`src/rtl/alu_pkg.sv`:
```
// Shared types for the ALU result stage: data width, branch condition codes
// and the buffered result entry.
package alu_pkg;

    localparam int DATA_WIDTH = 16;

    typedef enum logic [2:0] {
        BR_NEVER  = 3'b000,
        BR_ALWAYS = 3'b001,
        BR_Z      = 3'b010,
        BR_NZ     = 3'b011,
        BR_N      = 3'b100,
        BR_NN     = 3'b101,
        BR_C      = 3'b110,
        BR_NC     = 3'b111
    } br_cond_t;

    typedef struct packed {
        logic [DATA_WIDTH-1:0] result;
        logic                  z;
        logic                  n;
        logic                  c;
    } result_entry_t;

endpackage

```
`src/rtl/result_fifo2.sv`:
```
// Two-entry in-order buffer of ALU result entries with a valid/ready
// handshake on both sides and a registered head result.
module result_fifo2
    import alu_pkg::*;
(
    input  logic                  clk,
    input  logic                  rst,
    input  logic                  wr_valid,
    output logic                  wr_ready,
    input  result_entry_t         wr_entry,
    output logic                  rd_valid,
    input  logic                  rd_ready,
    output logic [DATA_WIDTH-1:0] rd_result
);

    result_entry_t         mem_q [2];
    logic [1:0]            count_q;
    logic                  head_q;
    logic                  tail_q;
    logic                  run_q;
    logic [DATA_WIDTH-1:0] out_q;
    logic [DATA_WIDTH-1:0] next_out;
    logic                  push;
    logic                  pop;

    // run_q keeps the input side closed for the whole reset and one cycle past it
    assign wr_ready  = run_q && (count_q != 2'd2);
    assign rd_valid  = (count_q != 2'd0);
    assign rd_result = out_q;

    assign push = wr_valid && wr_ready;
    assign pop  = rd_valid && rd_ready;

    // The head result is registered so it holds its last value once the buffer drains
    always_comb begin
        next_out = out_q;
        if (pop) begin
            if (count_q == 2'd2) begin
                next_out = mem_q[~head_q].result;
            end else if (push) begin
                next_out = wr_entry.result;
            end
        end else if (count_q == 2'd0 && push) begin
            next_out = wr_entry.result;
        end
    end

    always_ff @(posedge clk) begin
        if (!rst && push) begin
            mem_q[tail_q] <= wr_entry;
        end
    end

    always_ff @(posedge clk) begin
        if (rst) begin
            count_q <= 2'd0;
            head_q  <= 1'b0;
            tail_q  <= 1'b0;
            run_q   <= 1'b0;
            out_q   <= '0;
        end else begin
            run_q <= 1'b1;
            out_q <= next_out;
            if (push) begin
                tail_q <= ~tail_q;
            end
            if (pop) begin
                head_q <= ~head_q;
            end
            case ({push, pop})
                2'b10:   count_q <= count_q + 2'd1;
                2'b01:   count_q <= count_q - 2'd1;
                default: count_q <= count_q;
            endcase
        end
    end

endmodule

```
`src/rtl/alu_result_stage.sv`:
```
// ALU result stage: buffers results through a 2-deep FIFO, keeps the
// architectural Z/N/C flag register and evaluates branch conditions on it.
module alu_result_stage #(
    parameter int DATA_WIDTH = 16
) (
    input  logic                  input_CLK,
    input  logic                  input_Reset,
    input  logic [DATA_WIDTH-1:0] input_ALU,
    input  logic                  input_Zero,
    input  logic                  input_Negative,
    input  logic                  input_Carry,
    input  logic                  input_Valid,
    output logic                  output_Ready,
    input  logic                  input_FlagWrite,
    output logic [DATA_WIDTH-1:0] output_ALUOut,
    output logic                  output_Valid,
    input  logic                  input_Ready,
    output logic                  output_Zero,
    output logic                  output_Negative,
    output logic                  output_Carry,
    input  logic [2:0]            input_BranchCond,
    output logic                  output_BranchTaken
);

    import alu_pkg::*;

    result_entry_t entry;
    logic          push;
    logic          flag_z_q;
    logic          flag_n_q;
    logic          flag_c_q;
    logic          taken;

    assign entry.result = input_ALU;
    assign entry.z      = input_Zero;
    assign entry.n      = input_Negative;
    assign entry.c      = input_Carry;

    result_fifo2 u_fifo (
        .clk       (input_CLK),
        .rst       (input_Reset),
        .wr_valid  (input_Valid),
        .wr_ready  (output_Ready),
        .wr_entry  (entry),
        .rd_valid  (output_Valid),
        .rd_ready  (input_Ready),
        .rd_result (output_ALUOut)
    );

    assign push = input_Valid && output_Ready;

    always_ff @(posedge input_CLK) begin
        if (input_Reset) begin
            flag_z_q <= 1'b0;
            flag_n_q <= 1'b0;
            flag_c_q <= 1'b0;
        end else if (push && input_FlagWrite) begin
            flag_z_q <= input_Zero;
            flag_n_q <= input_Negative;
            flag_c_q <= input_Carry;
        end
    end

    assign output_Zero     = flag_z_q;
    assign output_Negative = flag_n_q;
    assign output_Carry    = flag_c_q;

    // Unknown condition codes fall through to the default and never branch
    always_comb begin
        taken = 1'b0;
        case (input_BranchCond)
            BR_NEVER:  taken = 1'b0;
            BR_ALWAYS: taken = 1'b1;
            BR_Z:      taken = flag_z_q;
            BR_NZ:     taken = !flag_z_q;
            BR_N:      taken = flag_n_q;
            BR_NN:     taken = !flag_n_q;
            BR_C:      taken = flag_c_q;
            BR_NC:     taken = !flag_c_q;
            default:   taken = 1'b0;
        endcase
    end

    assign output_BranchTaken = taken;

endmodule

```
`config.mk`:
```
export PLATFORM = sky130hd
export DESIGN_NAME = alu_result_stage
export DESIGN_NICKNAME = d
export VERILOG_FILES = /design/src/rtl/alu_pkg.sv /design/src/rtl/result_fifo2.sv /design/src/rtl/alu_result_stage.sv
export SDC_FILE = /design/constraint.sdc
export NUM_CORES = 1
export LEC_CHECK = 0
export BUFFER_PORTS_ARGS = -buffer_cell sky130_fd_sc_hd__buf_2
export CAP_MARGIN = 20
export CORE_ASPECT_RATIO = 0.7
export CORE_MARGIN = 10
export CORE_UTILIZATION = 26
export DETAILED_ROUTE_END_ITERATION = 10
export SLEW_MARGIN = 20
export SYNTH_ARGS = -nofsm -noshare
export SYNTH_HDL_FRONTEND = slang
export SYNTH_SLANG_ARGS = --single-unit
```
`constraint.sdc`:
```
create_clock -name input_CLK -period 5.3 [get_ports input_CLK]
set_clock_uncertainty 0.05 [all_clocks]
set_input_delay 0 -clock input_CLK [delete_from_list [all_inputs] [get_ports input_CLK]]
set_output_delay 0 -clock input_CLK [all_outputs]
set_load 0.01 [all_outputs]
```
==> out/qor.tcl <==
set qor(run_status) {finished, final reports clean}
set qor(synth_seq_area_share) 0.617
set qor(critical_path.endpoint_type) {flip-flop}
set qor(path_class) {flip-flop to flip-flop}
set qor(synthCells) 182
set qor(fin_crit_share) 0.364
set qor(synth.area.mux_share) 0.0862
set qor(wl_per_cell_um) 14.1
set qor(area.growth.synth_to_final_pct) 29.3
set qor(timing.fmax_ghz) 0.518
set qor(layout.cells.most_common) {sky130_fd_sc_hd__buf_2}
set qor(required_arrival_time_at_the_worst_endpoint_ns) 5.47
set qor(cts-root-to-sink-buffers) 2
set qor(dp_slack_ns) 3.34
set qor(slew_violations) 0
set qor(path_max_fanout) 34
set qor(power.combinational.fraction) 0.244
set qor(clock_pin_slew_worst_setup_and_hold_paths_ns) 0.07
set qor(cap_viol_max_count) 0
set qor(critical_path_arrival_ns) 2.10
set qor(number_of_global_route_vias_before_repair) 1608
set qor(grt_start_max_net_pins) 35
set qor(cts.repair_timing.setup_buffer_count) 0
set qor(initial_antenna_violation_count) 0
set qor(timing.max_slew.rel_slack) 0.301
set qor(setup_tns_ns) 0
set qor(power_spent_charging_and_discharging_nets_mw) 0.340
set qor(leakagePower_nw) 1.08
set qor(globalRoute.totalOverflow) 0
set qor(crit_chain) {and3b_1, buf_4, a311oi_4, nand2_1, a21oi_2}
set qor(gp_congestion) 0.732
set qor(ys_types) 31
set qor(num_antenna_cells) 0
set qor(syn_area_mm2) 0.00234
set qor(setup_violations) 0
set qor(post_synth_and_or_nand_nor_area_fraction) 0.0969
set qor(wl_um) 5220
set qor(core_area_mm2) 0.00862
set qor(timing.critical_path.slowest_stage_cell) {sky130_fd_sc_hd__a311oi_4}
set qor(number_of_synthesized_register_bits) 56
set qor(switching_share) 0.295
set qor(insertion_delay_to_the_later_sink_of_the_worst_skew_pair_ns) 0.29
set qor(placedCellCount) 342
set qor(initial_utilization) 0.271
set qor(clockRootBuffer) {sky130_fd_sc_hd__clkbuf_16}
set qor(instances_no_fill) 369
set qor(netlist.area_leader.share) 0.411
set qor(cts_hold_buffers_added) 19
set qor(detail_route.drc_violations) 0
set qor(share_of_post_route_cells_with_drive_strength_above_1) 0.333
set qor(avgSynthCellArea_um2) 12.8
set qor(die-area_mm2) 0.0132
set qor(cts_num_sinks) 56
set qor(seqPwrFrac) 0.481
set qor(rsz0062_at_grt) {no}
set qor(synth.yosys.warnings) 0
set qor(grt_use_total) 0.0811
set qor(combinational_family_with_the_most_area_after_synthesis) {compound AO/OA/AOI/OAI gates}
set qor(vdd_drop_max_mv) 0.122
set qor(syn_nets) 210
set qor(hold_violations) 0
set qor(routed-via-count) 1568
set qor(drt_iter0_markers) 63
set qor(yosys.area_share.xor_xnor) 0.0187
set qor(num_io_pins) 49
set qor(synth_area_leaders) {sky130_fd_sc_hd__edfxtp_1, sky130_fd_sc_hd__dfxtp_1, sky130_fd_sc_hd__mux2i_1, sky130_fd_sc_hd__o211ai_2, sky130_fd_sc_hd__nand2_1}
set qor(dpl.hpwl_um) 3700
set qor(cts_tree) {built}
set qor(timing_worst_slew_pin_value_ns) 1.05
set qor(finalCriticalPeriod_ns) 1.93
set qor(power.clock.fraction) 0.275
set qor(design.final.nets) 276
set qor(core.rowCount) 28
set qor(synth_adder_area_share) 0.00535
set qor(critical_path.n_buffers_inverters) 1
set qor(grt_pass1_wl_um) 8470
set qor(cell_internal_pwr_mw) 0.812
set qor(detail_route.first_pass.iterations) 4
set qor(cts.repair.resized) 0
set qor(power_density_mw_per_mm2) 381
set qor(timing.critical_path.max_delay_family) {compound AO/OA/AOI/OAI gates}
set qor(buffer_ports.inserted) 48
set qor(cpPeakStageDelay_ns) 0.66
set qor(cts-buffers-inserted) 5
set qor(synth-compound-area-share) 0.146
set qor(mostFrequentLayoutCells) {sky130_fd_sc_hd__buf_2, sky130_fd_sc_hd__nand2_1, sky130_fd_sc_hd__edfxtp_1}
set qor(dieHeight_um) 99.3
set qor(hold_path_class) {input port to flip-flop}
set qor(crit_path_start_kind) {flip-flop}
set qor(drtAntennaViolNets) 0
set qor(routed_via_density) 4.25
set qor(clock_tree.htree_level_count) 2
set qor(die_w_um) 133
set qor(post-route-worst-setup-slack_ns) 3.37
set qor(post-synth-top-area-cell) {sky130_fd_sc_hd__edfxtp_1}
[worst reg2reg max path: cells and delay by family (launching register included)]
family | cells | cell delay, ns
AO/OA/AOI/OAI | 2 | 0.81
flip-flops | 1 | 0.41
AND/OR/NAND/NOR | 2 | 0.35
buffers and inverters | 1 | 0.25
[logic make-up after synthesis]
group	Yosys count
AND/OR/NAND/NOR	51
flip-flops	56
adder cells (fa/ha/maj)	1
XOR/XNOR	5
multiplexers	20
buffers and inverters	12
AO/OA/AOI/OAI	37
[cell usage after synthesis (all sizes together)]
master / number
and4bb: 1
o211ai: 16
a311o: 1
nand2b: 1
mux2: 1
and2: 2
a311oi: 1
or2: 1
edfxtp: 32
o21ai: 1
nand3: 1
xor2: 2
buf: 7
mux2i: 19
nand4: 1
dfxtp: 24
nor3b: 1
inv: 1
or3: 1
xnor2: 3
nor3: 1
a21oi: 18
ha: 1
nand2: 33
nor2: 7
clkbuf: 4
and3b: 1
[registers in the layout, summed over array words and instances, names as in the netlist]
| register | count |
|---|---|
| u_fifo.head_q | 1 |
| u_fifo.mem_q | 32 |
| u_fifo.count_q | 2 |
| u_fifo.rd_result | 16 |
| output_Zero | 1 |
| output_Negative | 1 |
| u_fifo.run_q | 1 |
| u_fifo.tail_q | 1 |
| output_Carry | 1 |
[area by class of cell]
class	count	area [um^2]
Inverter	1	3.75
Clock inverter	2	11.3
Tap cell	120	150
Fill cell	863	5600
Clock buffer	6	129
Timing Repair Buffer	70	453
Sequential cell	56	1440
Multi-Input combinational cell	114	835
[power by group through the flow]
stage | Combinational, mW | Sequential (mW) | Clock (mW)
3_5_place_dp | 0.275 | 0.564 | 0
6_report | 0.281 | 0.554 | 0.317
3_3_place_gp | 0.271 | 0.564 | 0
5_1_grt | 0.313 | 0.561 | 0.345
2_1_floorplan | 0.214 | 0.544 | 0
4_1_cts | 0.287 | 0.555 | 0.329
[path summary, 6_finish.rpt]
path / to / slack (ns) / cells after the start / startpoint
hold reg to reg: u_fifo.rd_result[2] / 0.40 / 2 / u_fifo.rd_result[2]
setup reg to reg: u_fifo.rd_result[13] / 3.37 / 5 / u_fifo.count_q[0]
hold / removal: u_fifo.run_q / 0.10 / 2 / input_Reset
setup / recovery: u_fifo.rd_result[13] / 3.37 / 5 / u_fifo.count_q[0]
[routing by layer]
metal	global-route usage	up-vias	share of wire	wire (um)
met3	0.0317	5	0.066	344
met1	0.112	731	0.52	2700
met5	0	-	0	0
met2	0.113	40	0.41	2120
met4	0.0250	0	0.011	58
li1	-	792	-	-
[metrics by stage]
step,utilization,hold slack (ns),power (mW),instance area [um^2]
2_1_floorplan,-,0.0377,0.758,2340
3_3_place_gp,0.312,0.162,0.835,2690
3_5_place_dp,0.312,0.164,0.839,2690
4_1_cts,0.351,0.105,1.17,3020
5_1_grt,0.351,0.134,1.22,3020
6_report,0.351,0.102,1.15,3020
Power figures use the tool's default switching activity.
